**src/rtl/load_store_unit.sv**
```systemverilog
// RV32I load/store sequencer: turns one request into 1-2 word-aligned bus phases and realigns load data.
// Build option MISALIGN_SPLIT_EN: word-crossing accesses run as two phases instead of faulting.
module load_store_unit #(
    parameter int RD_LATENCY = 1,
    parameter int CNT_W      = 2
) (
    input  logic        iCLK,
    input  logic        iRST_n,
    input  logic        iReq,
    input  logic        iWrite,
    input  logic [2:0]  iFunct3,
    input  logic [31:0] iAddr,
    input  logic [31:0] iWData,
    output logic        oReady,
    output logic        oDone,
    output logic [31:0] oRData,
    output logic        oMisaligned,
    output logic        oIllegal,
    output logic        oReadEnable,
    output logic        oWriteEnable,
    output logic [3:0]  oByteEnable,
    output logic [31:0] oAddress,
    output logic [31:0] oWriteData,
    input  logic [31:0] iReadData
);

    typedef enum logic [1:0] {
        ST_IDLE = 2'd0,
        ST_PH1  = 2'd1,
        ST_RESP = 2'd2
`ifdef MISALIGN_SPLIT_EN
        , ST_PH2 = 2'd3
`endif
    } state_e;

    function automatic logic [7:0] byte_mask(input logic [1:0] size, input logic [1:0] off);
        logic [7:0] base;
        case (size)
            2'b00:   base = 8'h01;
            2'b01:   base = 8'h03;
            default: base = 8'h0F;
        endcase
        return base << off;
    endfunction

    function automatic logic [31:0] lane_data(input logic [31:0] d, input logic [1:0] off,
                                              input logic hi);
        logic [63:0] w;
        w = {32'b0, d} << {off, 3'b000};
        return hi ? w[63:32] : w[31:0];
    endfunction

    function automatic logic is_illegal(input logic wr, input logic [2:0] f3);
        if (wr) return f3[2] || (f3[1:0] == 2'b11);
        return (f3[1:0] == 2'b11) || (f3 == 3'b110);
    endfunction

    function automatic logic [31:0] load_result(input logic [31:0] lo, input logic [31:0] hi,
                                                input logic [1:0] off, input logic [2:0] f3);
        logic [31:0] r;
        r = 32'({hi, lo} >> {off, 3'b000});
        case (f3)
            3'b000:  return {{24{r[7]}}, r[7:0]};
            3'b001:  return {{16{r[15]}}, r[15:0]};
            3'b100:  return {24'b0, r[7:0]};
            3'b101:  return {16'b0, r[15:0]};
            default: return r;
        endcase
    endfunction

    state_e           state_q, state_d;
    logic             ready_q, ready_d, done_q, done_d, mis_q, mis_d, ill_q, ill_d;
    logic [31:0]      rdata_q, rdata_d;
    logic             re_q, re_d, we_q, we_d;
    logic [3:0]       be_q, be_d;
    logic [31:0]      baddr_q, baddr_d, bwd_q, bwd_d;
    logic [CNT_W-1:0] cnt_q, cnt_d;
    logic             write_q, write_d;
    logic [2:0]       f3_q, f3_d;
    logic [1:0]       off_q, off_d;
    logic [31:0]      lo_q, lo_d, lo_n, hi_n;
    logic [7:0]       m8_in;
    logic             phase_last, finish;
`ifdef MISALIGN_SPLIT_EN
    logic [29:0]      wa_q, wa_d;
    logic [31:0]      wdata_q, wdata_d, hi_q, hi_d;
    logic [7:0]       m8_lat;

    assign m8_lat = byte_mask(f3_q[1:0], off_q);
    assign hi_n   = (state_q == ST_PH2 && phase_last) ? iReadData : hi_q;
`else
    assign hi_n   = '0;
`endif

    assign m8_in      = byte_mask(iFunct3[1:0], iAddr[1:0]);
    assign phase_last = (cnt_q == CNT_W'(RD_LATENCY));
    // Read data is valid in the last cycle of a phase; use it directly so oRData lands with oDone.
    assign lo_n       = (state_q == ST_PH1 && phase_last) ? iReadData : lo_q;

    always_comb begin
        state_d = state_q;
        ready_d = ready_q;
        done_d  = 1'b0;
        mis_d   = mis_q;
        ill_d   = ill_q;
        rdata_d = rdata_q;
        re_d    = re_q;
        we_d    = 1'b0;
        be_d    = be_q;
        baddr_d = baddr_q;
        bwd_d   = bwd_q;
        cnt_d   = cnt_q;
        write_d = write_q;
        f3_d    = f3_q;
        off_d   = off_q;
        lo_d    = lo_n;
        finish  = 1'b0;
`ifdef MISALIGN_SPLIT_EN
        wa_d    = wa_q;
        wdata_d = wdata_q;
        hi_d    = hi_n;
`endif
        case (state_q)
            ST_IDLE: begin
                if (iReq) begin
                    write_d = iWrite;
                    f3_d    = iFunct3;
                    off_d   = iAddr[1:0];
`ifdef MISALIGN_SPLIT_EN
                    wa_d    = iAddr[31:2];
                    wdata_d = iWData;
`endif
                    ready_d = 1'b0;
                    ill_d   = 1'b0;
                    mis_d   = 1'b0;
                    if (is_illegal(iWrite, iFunct3)) begin
                        state_d = ST_RESP;
                        done_d  = 1'b1;
                        ill_d   = 1'b1;
                    end
`ifndef MISALIGN_SPLIT_EN
                    else if (|m8_in[7:4]) begin
                        state_d = ST_RESP;
                        done_d  = 1'b1;
                        mis_d   = 1'b1;
                    end
`endif
                    else begin
                        state_d = ST_PH1;
                        cnt_d   = '0;
                        baddr_d = {iAddr[31:2], 2'b00};
                        be_d    = m8_in[3:0];
                        bwd_d   = lane_data(iWData, iAddr[1:0], 1'b0);
                        re_d    = ~iWrite;
                        we_d    = iWrite;
                    end
                end
            end
            ST_PH1: begin
                cnt_d = cnt_q + CNT_W'(1);
                if (phase_last) begin
`ifdef MISALIGN_SPLIT_EN
                    if (|m8_lat[7:4]) begin
                        state_d = ST_PH2;
                        cnt_d   = '0;
                        baddr_d = {wa_q + 30'd1, 2'b00};
                        be_d    = m8_lat[7:4];
                        bwd_d   = lane_data(wdata_q, off_q, 1'b1);
                        we_d    = write_q;
                    end else begin
                        finish = 1'b1;
                    end
`else
                    finish = 1'b1;
`endif
                end
            end
`ifdef MISALIGN_SPLIT_EN
            ST_PH2: begin
                cnt_d = cnt_q + CNT_W'(1);
                if (phase_last) finish = 1'b1;
            end
`endif
            ST_RESP: begin
                state_d = ST_IDLE;
                ready_d = 1'b1;
            end
            default: state_d = ST_IDLE;
        endcase

        if (finish) begin
            state_d = ST_RESP;
            done_d  = 1'b1;
            re_d    = 1'b0;
            be_d    = '0;
            baddr_d = '0;
            bwd_d   = '0;
            if (!write_q) rdata_d = load_result(lo_n, hi_n, off_q, f3_q);
        end
    end

    always_ff @(posedge iCLK) begin
        if (!iRST_n) begin
            state_q <= ST_IDLE;
            ready_q <= 1'b1;
            done_q  <= 1'b0;
            mis_q   <= 1'b0;
            ill_q   <= 1'b0;
            rdata_q <= '0;
            re_q    <= 1'b0;
            we_q    <= 1'b0;
            be_q    <= '0;
            baddr_q <= '0;
            bwd_q   <= '0;
            cnt_q   <= '0;
            write_q <= 1'b0;
            f3_q    <= '0;
            off_q   <= '0;
            lo_q    <= '0;
`ifdef MISALIGN_SPLIT_EN
            wa_q    <= '0;
            wdata_q <= '0;
            hi_q    <= '0;
`endif
        end else begin
            state_q <= state_d;
            ready_q <= ready_d;
            done_q  <= done_d;
            mis_q   <= mis_d;
            ill_q   <= ill_d;
            rdata_q <= rdata_d;
            re_q    <= re_d;
            we_q    <= we_d;
            be_q    <= be_d;
            baddr_q <= baddr_d;
            bwd_q   <= bwd_d;
            cnt_q   <= cnt_d;
            write_q <= write_d;
            f3_q    <= f3_d;
            off_q   <= off_d;
            lo_q    <= lo_d;
`ifdef MISALIGN_SPLIT_EN
            wa_q    <= wa_d;
            wdata_q <= wdata_d;
            hi_q    <= hi_d;
`endif
        end
    end

    assign oReady       = ready_q;
    assign oDone        = done_q;
    assign oRData       = rdata_q;
    assign oMisaligned  = mis_q;
    assign oIllegal     = ill_q;
    assign oReadEnable  = re_q;
    assign oWriteEnable = we_q;
    assign oByteEnable  = be_q;
    assign oAddress     = baddr_q;
    assign oWriteData   = bwd_q;

endmodule

```
**config.mk**
```make
export PLATFORM = sky130hd
export DESIGN_NAME = load_store_unit
export DESIGN_NICKNAME = d
export VERILOG_FILES = /design/src/rtl/load_store_unit.sv
export SDC_FILE = /design/constraint.sdc
export NUM_CORES = 1
export LEC_CHECK = 0
export BUFFER_PORTS_ARGS = -buffer_cell sky130_fd_sc_hd__buf_2
export CAP_MARGIN = 30
export CORE_AREA = 10 10 170 172
export CTS_CLUSTER_DIAMETER = 120
export DETAILED_ROUTE_END_ITERATION = 16
export DIE_AREA = 0 0 180 182
export SETUP_SLACK_MARGIN = 0.1
export SLEW_MARGIN = 20
export SYNTH_ARGS = -nofsm -noshare
export SYNTH_HDL_FRONTEND = slang
export SYNTH_SLANG_ARGS = --single-unit
```
**constraint.sdc**
```tcl
create_clock -name iCLK -period 4.08 [get_ports iCLK]
set_input_delay 0.204 -clock iCLK [delete_from_list [all_inputs] [get_ports iCLK]]
set_output_delay 0.204 -clock iCLK [all_outputs]
set_load 0.03 [all_outputs]
```
==> results of run 1 <==
## state kept, by name (all words and copies together), names as in the netlist
| signal | cells |
|---|---|
| cnt_q | 2 |
| f3_q | 3 |
| lo_q | 32 |
| oAddress | 30 |
| oByteEnable | 4 |
| oDone | 1 |
| oIllegal | 1 |
| oMisaligned | 1 |
| oRData | 32 |
| oReadEnable | 1 |
| oReady | 1 |
| oWriteData | 32 |
| oWriteEnable | 1 |
| off_q | 2 |
| state_q | 2 |
| write_q | 1 |
## layout by cell type (no fill, tap or decap), types with 2 or more instances in the layout
| cell type | count |
|---|---|
| o21ai_0 | 24 |
| mux2_2 | 9 |
| nor4_1 | 3 |
| o211ai_1 | 9 |
| buf_2 | 206 |
| nor2b_1 | 7 |
| a211o_1 | 4 |
| inv_6 | 6 |
| nand3_1 | 9 |
| dfxtp_1 | 145 |
| nor3_1 | 24 |
| diode_2 | 4 |
| buf_4 | 6 |
| nand2_1 | 116 |
| a21oi_1 | 107 |
| mux4_2 | 2 |
| mux2i_1 | 74 |
| inv_1 | 2 |
| clkinvlp_4 | 3 |
| clkinv_4 | 3 |
| nand2b_1 | 4 |
| clkbuf_16 | 17 |
| o21a_1 | 4 |
| or3_1 | 9 |
| or2_2 | 3 |
| o22ai_1 | 15 |
| nor2_1 | 91 |
| a211oi_1 | 14 |
| conb_1 | 2 |
## report_power, final
part,internal [mW],switching (mW),leakage (nW),total [mW]
Combinational,0.133,0.253,2.13,0.386
Sequential,1.46,0.0298,1.18,1.49
Clock,0.812,0.670,0.267,1.48
## area by class of cell
type	instances	area [um^2]
sequential	146	2920
clock inverter	14	118
antenna	4	10.0
fill	2768	17500
inverter	3	11.3
multi-input combinational	543	3110
clock buffer	18	439
timing repair buffer	213	1100
tap	335	419
## stage by stage
step	util, %	cell area, um^2	std cells	setup slack [ps]
2_1_floorplan	-	6320	759	2130
3_3_place_gp	29.4	7540	1239	1390
3_5_place_dp	29.4	7540	1239	1300
4_1_cts	31.6	8090	1271	1310
5_1_grt	31.7	8120	1275	1480
6_report	31.7	8120	1276	1650
## path summary, 6_finish.rpt
check                                      end  slack, ps
worst min-delay path               oAddress[7]         20
worst max register to register  oWriteData[12]       1650
worst max-delay path            oWriteData[12]       1650
worst min register to register   oWriteData[2]        450
## worst max-delay path, stage by stage, from the launching register on
cell and delay, ps:
dfxtp_1 390, or3b_1 570, a2111o_2 760, or3_1 470, a21oi_1 140
## routing by layer
metal	share of wire (%)	wire, um
met1	43	9160
met2	51	10800
met3	4.2	904
met4	2.2	459
met5	0.056	12
## cells by family after synthesis
kind of cell | after synthesis | synth area share (%)
AOI/OAI and AO/OA | 181 | 16.2
adders and majority gates | 1 | 0.198
buffers and inverters | 70 | 4.73
DFF | 146 | 46.3
muxes | 85 | 14.0
other | 1 | 0.0594
and+or+nand+nor | 274 | 18.5
==> impl_metrics.env, run 1 <==
export IMPL_outcome="complete, no violations"
export IMPL_hold_start="iAddr[7]"
export IMPL_worstMarginPinSlew_ps=948
export IMPL_area_growth_pct=28.6
export IMPL_postSynthRegisterBits=146
export IMPL_hold_buffers=0
export IMPL_port_buffers=206
export IMPL_final_layout_size_suffix_gt1_share_pct=28.4
export IMPL_num_rows=59
export IMPL_drc=0
export IMPL_syn_cell_area_um2=6320
export IMPL_root_buffer="clkbuf_16"
export IMPL_cts_path_max_buffers=2
export IMPL_irDropWorstVdd_uv=266
export IMPL_busiest_layer="met2"
export IMPL_rsz0062_at_grt="no"
export IMPL_p_per_area_nw_per_um2=414
export IMPL_max_cap_violations=0
export IMPL_synth_edf_count=0
export IMPL_cellLeakagePower_nw=3.58
export IMPL_grt_use_met1_pct=15.0
export IMPL_use_met2_pct=21.1
export IMPL_yosysMostFrequentCell="dfxtp_1"
export IMPL_clkSlewWorstSetupHoldPaths_ps=70
export IMPL_arrival_ps=2750
export IMPL_ys_flop_type="dfxtp_1"
export IMPL_hold_depth=3
export IMPL_nets=1028
export IMPL_wl_per_cell_um=16.7
export IMPL_post_route_period_util_pct=59.5
export IMPL_met3_usage_pct=3.08
export IMPL_ys_top_cells_by_area="dfxtp_1 (46%), mux2i_1 (12%), a21oi_1 (8.5%), nand2_1 (7.0%), nor2_1 (5.5%)"
export IMPL_viasPerCell=4.63
export IMPL_io_pins=209
export IMPL_grt_use_total_pct=12.6
export IMPL_drt_iter0_markers=329
export IMPL_hold_ws_ps=19.9
export IMPL_fin_tns_setup_ps=0
export IMPL_power_total_mw=3.36
export IMPL_slew_headroom_pct=36.8
export IMPL_die_w_um=180
export IMPL_startpoint_type="register"
export IMPL_gp_congestion=0.847
export IMPL_cts_sinks=146
export IMPL_fin_crit_ps=2430
export IMPL_dr_pass1_iters=5
export IMPL_worst_hold_path_type="primary input to register"
export IMPL_ys_types=37
export IMPL_grt_pass1_vias=5782
export IMPL_postSynthCellCount=758
export IMPL_synth_commonest_cells="dfxtp_1 (146), nand2_1 (117), a21oi_1 (107)"
export IMPL_dp_hpwl_mm=15.6
export IMPL_post_cts_resized=0
export IMPL_post_cts_buffers=0
export IMPL_cts_htree_levels=4
export IMPL_clk_latency_ps=410
export IMPL_r2r_start="state_q[1]"
export IMPL_cts_tree="done"
export IMPL_grt_pass1_wl_mm=33.2
export IMPL_r2r_worst_path_cells=4
export IMPL_fin_skew_ps=9.74
export IMPL_slew_viol_final=0
export IMPL_grt_overflow_total=0
export IMPL_setup_viol=0
export IMPL_startpoint="state_q[1]"
export IMPL_dieArea_um2=32800
export IMPL_yosysSeqAreaShare_pct=46.3
export IMPL_wl_mm=21.3
export IMPL_grt_max_degree=50
export IMPL_path_max_fanout=49
export IMPL_async_flop_share_pct=0
export IMPL_numCtsBuffers=17
export IMPL_critical_path_required_ps=4400
export IMPL_crit_type="register to register"
export IMPL_initial_core_util_pct=24.7
export IMPL_finalHoldViolations=0
export IMPL_synth_avg_cell_area_um2=8.33
export IMPL_die_h_um=182
export IMPL_coreArea_um2=25600
export IMPL_yosys_warnings=0
export IMPL_critPathCaptureType="register"
export IMPL_antenna_left=0
export IMPL_fmax_ghz=0.412
export IMPL_yosysTopAreaCellShare_pct=46.3
export IMPL_yosys_area_top_type="dfxtp_1"
export IMPL_num_vias=5903
export IMPL_antenna_found_initial=5
(Power assumes the default switching activity.)
==> run 2: changes to the inputs <==
--- a/config.mk
+++ b/config.mk
@@ -5,12 +5,13 @@
 export SDC_FILE = /design/constraint.sdc
 export NUM_CORES = 1
 export LEC_CHECK = 0
+export ABC_AREA = 1
 export BUFFER_PORTS_ARGS = -buffer_cell sky130_fd_sc_hd__buf_2
 export CAP_MARGIN = 30
-export CORE_AREA = 10 10 170 172
+export CORE_AREA = 10 10 177 179
 export CTS_CLUSTER_DIAMETER = 120
 export DETAILED_ROUTE_END_ITERATION = 16
-export DIE_AREA = 0 0 180 182
+export DIE_AREA = 0 0 187 189
 export SETUP_SLACK_MARGIN = 0.1
 export SLEW_MARGIN = 20
 export SYNTH_ARGS = -nofsm -noshare
==> constraint.sdc (replaced) <==
create_clock -name iCLK -period 2.55 [get_ports iCLK]
set_input_delay 0.1275 -clock iCLK [delete_from_list [all_inputs] [get_ports iCLK]]
set_output_delay 0.1275 -clock iCLK [all_outputs]
set_load 0.03 [all_outputs]
==> run 2 against run 1 <==
Non-clock buffer count up 55. Count of clock-buffer cells in the layout unchanged. Global-route usage up 1.4 points. Register-to-register slack worse by 1200 ps. Core utilization up 1.5 points. Worst setup slack worse by 1200 ps. Total power up 70%. Cell area up 13%. Sequential share of layout area down 4.2 points. Flip-flop and latch count unchanged. Combinational power up 130%. Synthesized area up 7.9%. Largest power group is now clock. Highest routed layer unchanged.
==> impl_metrics.env, run 2 <==
export IMPL_cpMostUsedCell="nand2_1"
export IMPL_wl_mm=24.9
export IMPL_clkSlewWorstSetupHoldPaths_ps=70
export IMPL_finalHoldViolations=0
export IMPL_viasPerCell=4.48
export IMPL_die_h_um=189
export IMPL_max_cap_violations=0
export IMPL_critPathSlowestCell="nand3_2"
export IMPL_fin_tns_setup_ps=0
export IMPL_cellLeakagePower_nw=4.45
export IMPL_crit_type="register to register"
export IMPL_crit_end="oRData[12]"
export IMPL_fmax_ghz=0.467
export IMPL_yosysMostFrequentCell="nand2_1"
export IMPL_coreArea_um2=27600
export IMPL_critPathMaxStageDelay_ps=400
export IMPL_layout_setup_ws_ps=411
export IMPL_setup_viol=0
export IMPL_fin_skew_ps=12.8
export IMPL_startpoint_type="register"
export IMPL_grt_overflow_total=0
export IMPL_yosys_warnings=0
export IMPL_io_pins=209
export IMPL_drc=0
export IMPL_arrival_ps=2510
export IMPL_outcome="complete, no violations"
export IMPL_num_rows=61
export IMPL_pre_cts_slack_ps=344
export IMPL_slew_headroom_pct=55.0
export IMPL_cts_sinks=146
export IMPL_worstMarginPinSlew_ps=671
export IMPL_cts_htree_levels=4
export IMPL_antenna_found_initial=2
export IMPL_initial_core_util_pct=24.7
export IMPL_regToRegSetupSlack_ps=410
export IMPL_critPathCaptureType="register"
export IMPL_cts_tree="done"
export IMPL_grt_pass1_vias=7244
export IMPL_n_antenna_cell=0
export IMPL_grt_max_degree=69
export IMPL_hold_depth=3
export IMPL_worstReg2RegEnd="oRData[12]"
export IMPL_r2r_worst_path_cells=11
export IMPL_drt_iter0_markers=570
export IMPL_cts_path_max_buffers=2
export IMPL_dr_pass1_iters=5
export IMPL_p_per_area_nw_per_um2=624
export IMPL_path_cells="inv_1, ha_1, buf_4, nand4_1, nand2_1, nand2_1, nand3_1, nand3_2, nand3_1, nand2_1, inv_1"
export IMPL_area_growth_pct=34.8
export IMPL_yosysTopAreaCellShare_pct=42.9
export IMPL_gp_congestion=0.859
export IMPL_dieArea_um2=35300
export IMPL_rsz0062_at_grt="no"
export IMPL_dp_hpwl_mm=17.9
export IMPL_path_max_fanout=22
export IMPL_startpoint="cnt_q[1]"
export IMPL_final_layout_size_suffix_gt1_share_pct=22.2
export IMPL_grt_pass1_wl_mm=39.9
export IMPL_port_buffers=206
export IMPL_final_common_cell="nand2_1"
export IMPL_root_buffer="clkbuf_16"
export IMPL_post_cts_buffers=0
export IMPL_numCtsBuffers=17
export IMPL_yosysSeqAreaShare_pct=42.9
export IMPL_irDropWorstVdd_uv=338
export IMPL_yosys_area_top_type="dfxtp_1"
export IMPL_post_route_period_util_pct=83.9
export IMPL_wl_per_cell_um=15.1
export IMPL_postSynthCellCount=1041
export IMPL_ys_flop_type="dfxtp_1"
export IMPL_r2r_start="cnt_q[1]"
export IMPL_fin_crit_ps=2140
export IMPL_worst_hold_path_type="primary input to register"
export IMPL_num_vias=7384
export IMPL_grt_use_total_pct=14.0
export IMPL_syn_cell_area_um2=6820
export IMPL_die_w_um=187
export IMPL_clk_latency_ps=430
export IMPL_slew_viol_final=0
export IMPL_ys_types=30
export IMPL_synth_avg_cell_area_um2=6.55
export IMPL_antenna_left=0
export IMPL_postSynthRegisterBits=146
export IMPL_nets=1363
export IMPL_synth_edf_count=0
export IMPL_final_cell_mix="nand2_1 (333), buf_2 (206), dfxtp_1 (146)"
export IMPL_hold_ws_ps=23.7
export IMPL_async_flop_share_pct=0
export IMPL_ys_top_cells_by_area="dfxtp_1 (43%), nand2_1 (18%), nand3_1 (8.0%), a21oi_1 (7.3%), nor2_1 (5.1%)"
export IMPL_critical_path_required_ps=2930
export IMPL_synth_commonest_cells="nand2_1 (334), dfxtp_1 (146), nand3_1 (109)"
## run 2: worst min path at each step
stage / start / slack, ps / end
floorplan: iWData[0] / 270 / oWriteData[0]
global placement: iAddr[9] / 380 / oAddress[9]
detailed placement: iAddr[20] / 380 / oAddress[20]
CTS: iWData[0] / 2 / oWriteData[0]
global route: iWData[0] / 20 / oWriteData[0]
finish: iWData[0] / 20 / oWriteData[0]
## run 2: power by group
part           leakage [nW]  internal [mW]  total, mW  switching [mW]
clock network         0.272           1.30       2.43            1.13
registers              1.18           2.36       2.40          0.0414
logic                  3.00          0.302      0.902           0.600
total                  4.45           3.96       5.73            1.77
## run 2: layout make-up
class	instances	area (um^2)
well taps	378	473
fillers	3097	18400
flip-flops and latches	146	2920
clock buffers	18	439
repair buffers	268	1650
clock inverters	14	118
inverters	96	360
multi-input cells	730	3230
## run 2: through the flow
stage	cells	instance area, um^2	util, %	power [mW]
floorplan	1042	6820	-	2.99
global placement	1577	8220	29.7	3.29
detailed placement	1578	8220	29.8	3.30
CTS	1650	9180	33.2	5.80
global route	1650	9190	33.3	6.01
finish	1650	9190	33.3	5.73
## run 2: repair_timing
item                       in CTS  in global routing
hold buffers                   40                  0
setup endpoints to repair       0                 20
gates resized for setup         0                  1
hold endpoints to repair       40                  0
## run 2: layer usage
metal / share of wire [%] / GRT usage, % / vias to the layer above
met2: 44 / 22.0 / 297
met3: 9.9 / 5.68 / 31
met1: 44 / 17.2 / 3304
met5: 0.056 / 0 / -
li1: - / - / 3748
met4: 1.8 / 4.06 / 4
## run 2: kinds of logic (layout without fill, tap and decap cells)
kind of cell	after synthesis	after routing	share of synthesized area, %
simple gates	572	572	35.3
fa+ha+maj	1	1	0.184
flops	146	146	42.9
buf+inv	166	396	10.0
compound gates	155	155	11.6
other cells	1	2	0.0550
## run 2: worst max-delay path, delay by kind of cell (launching register included)
family | cells | cell delay, ps
simple gates | 7 | 1200
buf+inv | 3 | 360
flops | 1 | 310
fa+ha+maj | 1 | 210
